### src/rtl/instr_mem_loader.sv
// Program store for the 4-bit core: zeroed after reset, (re)loaded from a valid/ready
// word stream while the core is held in reset, then read combinationally in RUN.
module instr_mem_loader #(
    parameter int INSTR_W = 8
) (
    input  logic               clk,
    input  logic               reset,
    input  logic               start_load,
    input  logic               load_valid,
    input  logic [INSTR_W-1:0] load_data,
    input  logic               load_last,
    output logic               load_ready,
    input  logic [3:0]         instruction_addr,
    output logic [INSTR_W-1:0] instruction,
    output logic               cpu_reset_n,
    output logic [4:0]         prog_len,
    output logic               busy
);

    localparam int DEPTH = 16;

    typedef enum logic [1:0] {
        CLEAR = 2'd0,
        IDLE  = 2'd1,
        LOAD  = 2'd2,
        RUN   = 2'd3
    } state_t;

    state_t             state;
    logic [3:0]         clr_ptr;
    logic [3:0]         wptr;
    logic [INSTR_W-1:0] mem [DEPTH];
    logic               accept;

    assign accept = (state == LOAD) && load_valid;

    always_ff @(posedge clk) begin
        if (!reset) begin
            state       <= CLEAR;
            clr_ptr     <= 4'd0;
            wptr        <= 4'd0;
            prog_len    <= 5'd0;
            cpu_reset_n <= 1'b0;
        end else begin
            case (state)
                CLEAR: begin
                    clr_ptr <= clr_ptr + 4'd1;
                    if (clr_ptr == 4'd15) state <= IDLE;
                end
                IDLE: begin
                    if (start_load) begin
                        state <= LOAD;
                        wptr  <= 4'd0;
                    end
                end
                LOAD: begin
                    if (load_valid) begin
                        wptr <= wptr + 4'd1;
                        // Entry 15 always ends the load, even without load_last.
                        if (load_last || (wptr == 4'd15)) begin
                            state       <= RUN;
                            prog_len    <= {1'b0, wptr} + 5'd1;
                            cpu_reset_n <= 1'b1;
                        end
                    end
                end
                RUN: begin
                    if (start_load) begin
                        state       <= LOAD;
                        wptr        <= 4'd0;
                        cpu_reset_n <= 1'b0;
                    end
                end
                default: state <= CLEAR;
            endcase
        end
    end

    // Storage carries no reset of its own; the CLEAR walk zeroes it instead.
    always_ff @(posedge clk) begin
        if (reset) begin
            if (state == CLEAR) mem[clr_ptr] <= '0;
            else if (accept)    mem[wptr]    <= load_data;
        end
    end

    assign load_ready  = (state == LOAD);
    assign busy        = (state == CLEAR) || (state == LOAD);
    assign instruction = (state == RUN) ? mem[instruction_addr] : '0;

endmodule
### config.mk
export PLATFORM = sky130hd
export DESIGN_NAME = instr_mem_loader
export DESIGN_NICKNAME = d
export VERILOG_FILES = /design/src/rtl/instr_mem_loader.sv
export SDC_FILE = /design/constraint.sdc
export NUM_CORES = 1
export LEC_CHECK = 0
export ABC_CLOCK_PERIOD_IN_PS = 4000
export CAP_MARGIN = 10
export CORE_MARGIN = 3
export CORE_UTILIZATION = 38
export DETAILED_ROUTE_END_ITERATION = 16
export SETUP_SLACK_MARGIN = 0.05
export SYNTH_ARGS = -nofsm -noshare
export SYNTH_HDL_FRONTEND = slang
export SYNTH_SLANG_ARGS = --single-unit
### constraint.sdc
create_clock -name clk -period 4 [get_ports clk]
set_input_delay 1 -clock clk [delete_from_list [all_inputs] [get_ports clk]]
set_output_delay 1 -clock clk [all_outputs]
set_load 0.02 [all_outputs]
# After elaboration in Yosys (flattened, before gate mapping)
# Memory sizes are Yosys's and may differ from the RTL's.
# Cells that the tools add are included.
# op_classes
n_mux	23
reduce_logical	12
add_sub_neg	3
eq_ne	10
# ops
operator	n
$mux W8	2
$mux W4	3
$mux W1	11
$add A4 B1 Y4 const B	2
$eq A4 B4 Y1 const B	2
$mux W2	4
$pmux W4 S2	1
$reduce_and A4 Y1	2
$reduce_or A8 Y1	1
$ne A2 B2 Y1 const B	3
$pmux W2 S3	1
$reduce_and A3 Y1	2
$add A4 B1 Y5 const B	1
$eq A2 B2 Y1 const B	2
$ne A2 B1 Y1 const B	2
$reduce_bool A2 Y1	2
$eq A2 B1 Y1 const B	1
$logic_not A2 Y1	1
$logic_or A1 B1 Y1	2
$pmux W1 S2	1
$reduce_or A2 Y1	1
$logic_and A1 B1 Y1	1
# totals
input_bits	17
out_inout_bits	16
mem_count	1
regBits	16
mem_bits_rw	128
# mem_list
memory	words	width	rd	rd_clocked_by_memory_dff	wr	line	rtl
mem	16	8	1	0	1	32	logic [INSTR_W-1:0] mem [DEPTH];

# Depth between registers and ports, before layout
# logic_depth
ltp_word	8
depth_mapped	7

# Worst setup path before layout
# Ideal clock, no wire load.
# synth_path
kind	input to output
from	input port instruction_addr[0]
to	output port instruction[2]
setup_slack_ns	0.862
cell_stages	7
t_arrival_ns	2.138
cell_sequence	buf_6 buf_12 buf_12 mux2i_1 a22oi_1 o221ai_1 o21ai_1
# synth_between
elab_chain_cells	2
# synth_rtl
element	line	rtl
from (decl)	13	input logic [3:0] instruction_addr,
$mem_v2 Z16 W8	n/a	
$mux W8	89	assign instruction = (state == RUN) ? mem[instruction_addr] : '0;
to (decl)	14	output logic [INSTR_W-1:0] instruction,
# No other way between the ends.

# Worst setup path in the final report
# layout_path
from	input port instruction_addr[3]
to	output port instruction[4]
# The elaborated chain is that of the path after synthesis.

==> results by group <==
Yosys
  • Average cell area after synthesis: 15.9 µm²
  • Main synth FF type: edfxtp_1
  • Syn_nets: 395
  • Yosys top cell area share: 64.4%
  • Post-synthesis sequential area ratio: 69.8%
  • Asr flop ratio synth: 0%
  • Synth Instances: 376
  • Yosys reg bits: 144
  • Synth area leaders: edfxtp_1 (64%), mux2i_1 (5.7%), dfxtp_1 (5.4%)
  • Mapped Area: 0.00597 mm²
  • Yosys Warn Count: 0
  • Post-synth EDFFs: 128
  • Post-synth cell types: 49
  • Synth area leader: edfxtp_1

Critical path
  • Critical path arrival: 2710 ps
  • Reg2reg start: state[0]
  • Startpoint Class: input pin
  • Worst path required time: 3000 ps
  • Critical setup path kind: in -> out
  • Worst r2r dst: mem[13][4]
  • FF-to-FF setup slack: 1520 ps
  • Reg2Reg Depth: 5
  • CP endpoint kind: output port
  • Crit path max fanout: 3

Power
  • VDD IR max: 0.000257 V
  • Pwr/cell area: 476 mW/mm²
  • Leakage: 0.00250 µW

Worst hold path
  • Worst hold path startpoint: prog_len[4]
  • Worst hold path type: reg -> reg
  • Hold EP: prog_len[4]
  • Hold Crit Depth: 2

STA
  • Tightest Pin Transition: 994 ps
  • Tmin final: 3710 ps
  • Relative slew slack: 33.5%
  • Sum Neg Setup Slack: 0 ps
  • FMAX: 270 MHz
  • Fin crit share: 92.7%
  • Unrepaired setup endpoints after global routing: false
  • Final Slew Violations: 0
  • Clk_skew: 9.81 ps
  • Final setup violation count: 0
  • Final Hold Vio Count: 0

Detailed routing
  • WL final: 12.9 mm
  • Routed Antenna Nets: 0
  • # DRC: 0
  • Via total after detailed routing: 3453
  • Via/cell ratio: 5.18
  • Top routing layer in use: met4
  • WL per Instance: 19.3 µm
  • DR iter-0 viols: 267
  • Routed metal-1 wire length: 5.82 mm
  • 1st-pass router iterations: 4
  • Met3 Routed Length: 585 µm
  • Met2 WL post-DR: 6.30 mm

Floorplan
  • Initial Utilization: 39.1%
  • Die outline area: 0.0172 mm²
  • Io pins: 33
  • Die Ht: 131 µm
  • Die Wd: 131 µm
  • Core footprint: 0.0153 mm²
  • Std cell rows: 45

Final layout
  • ANT cells: 0
  • Post-route insts no fill: 667
  • Layout cells sized above 1: 18.9%
  • P&R area growth vs syn: 22.9%
  • Final core occ: 48.1%
  • Filler Cells Inserted: 1325
  • Nets: 462

CTS
  • Post-CTS setup buffer count: 0
  • Clock sinks: 144
  • CTS tree: yes
  • CTS hold repair buffers: 0
  • CTS buffer count: 17
  • Clk_lat worst skew: 420 ps
  • Clock-pin transition on the worst setup and hold timing paths: 50 ps
  • Clock root buffer: clkbuf_16
  • CTS HTree Levels: 4
  • Clock Path Buffers: 2

Place
  • IO buf count: 32
  • Dpl cells: 635
  • GPL Wtd Cong: 0.789
  • Dpl hpwl: 8.66 mm

Global routing
  • Largest net degree at the start of global routing: 31
  • Global route total overflow: 0
  • Vias in the first global route: 3672
  • Gr usage total: 15.7%
  • Global-route wire length before repair: 20.6 mm
  • Initial antenna violation count: 0

Status
  • Status: finished clean

Job
  • Max Cap Viol: 0
[per-layer routing]
layer  vias up  GRT usage, %
li1       1611             -
met4         0          5.37
met5         -             0
met1      1742          20.5
met3        15          3.91
met2        85          25.7
[metrics by stage]
stage	hold WS (ps)	worst slack, ps	area [µm²]	power [µW]
finish	499	293	7340	3500
global route	529	232	7340	3600
CTS	498	117	7330	3520
detailed placement	481	-186	6690	1820
global placement	459	-166	6690	1820
floorplan	510	862	5970	1760
[how the worst max path moves through the flow]
stage / end / start
global placement: instruction[6] / instruction_addr[2]
global route: instruction[4] / instruction_addr[3]
floorplan: instruction[2] / instruction_addr[0]
finish: instruction[4] / instruction_addr[3]
detailed placement: instruction[6] / instruction_addr[2]
CTS: instruction[5] / instruction_addr[3]
[state kept, by name, summed over array words and instances (netlist names)]
| name | flops |
|---|---|
| clr_ptr | 4 |
| cpu_reset_n | 1 |
| mem | 128 |
| prog_len | 5 |
| state | 2 |
| wptr | 4 |
[power by group]
part	switching [µW]	leakage [µW]	internal, µW
clock	599	0.000314	1110
combinational	72.8	0.00101	69.1
sequential	8.29	0.00118	1640
total	681	0.00250	2820
[layout by cell type (no fill, tap or decap), drive strengths merged, types with 13 or more instances in the layout]
cell type and n:
dfxtp 16, mux2 16, buf 33, edfxtp 128
nand2 22, clkbuf 19, and2 13, clkdlybuf4s50 21
mux2i 34, nor2 23
[cell usage after synthesis (all sizes together), types with 4 or more instances]
library cell  count
a22oi            10
nor2             23
and2             13
mux2i            34
o211ai            4
dfxtp            16
o221ai            5
a21boi            5
o21ai             8
o211a             4
edfxtp          128
mux2             16
nand2            22
mux4              8
clkbuf            4
a31oi             5
inv               5
nand2b            4
nand3            10
buf              12
[worst max-delay path, cell delays in order]
cell	delay, ps
clkdlybuf4s50_1	500
nand3_2	160
a2111oi_1	410
buf_4	190
a21o_1	100
dlygate4sd2_1	340
[logic make-up after synthesis]
| family | count (synthesis) | synth area share [%] |
|---|---|---|
| xor gates and xnor gates | 5 | 0.734 |
| DFF | 144 | 69.8 |
| and+or+nand+nor | 89 | 7.46 |
| buffers and inverters | 21 | 2.60 |
| muxes | 58 | 12.1 |
| AOI/OAI and AO/OA | 57 | 6.98 |
| adders and majority gates | 2 | 0.419 |
[what timing repair did]
action                                  in CTS  in global routing
endpoints found under the setup margin       8                  1
cloned                                       0                  0
gates resized for setup                     14                  1
pin swaps                                    0                  0
hold endpoints to repair                     0                  0
[cell type report]
class                   count  area (µm²)  share of cell area, %
inverters                   5        18.8                  0.256
flip-flops and latches    144        4160                   56.8
repair buffers             64         584                   7.96
multi-input cells         211        1670                   22.7
well taps                 211         264                   3.60
clock buffers              19         433                   5.90
clock inverters            13         208                   2.83
No activity file was read; power rests on OpenSTA's default activity.
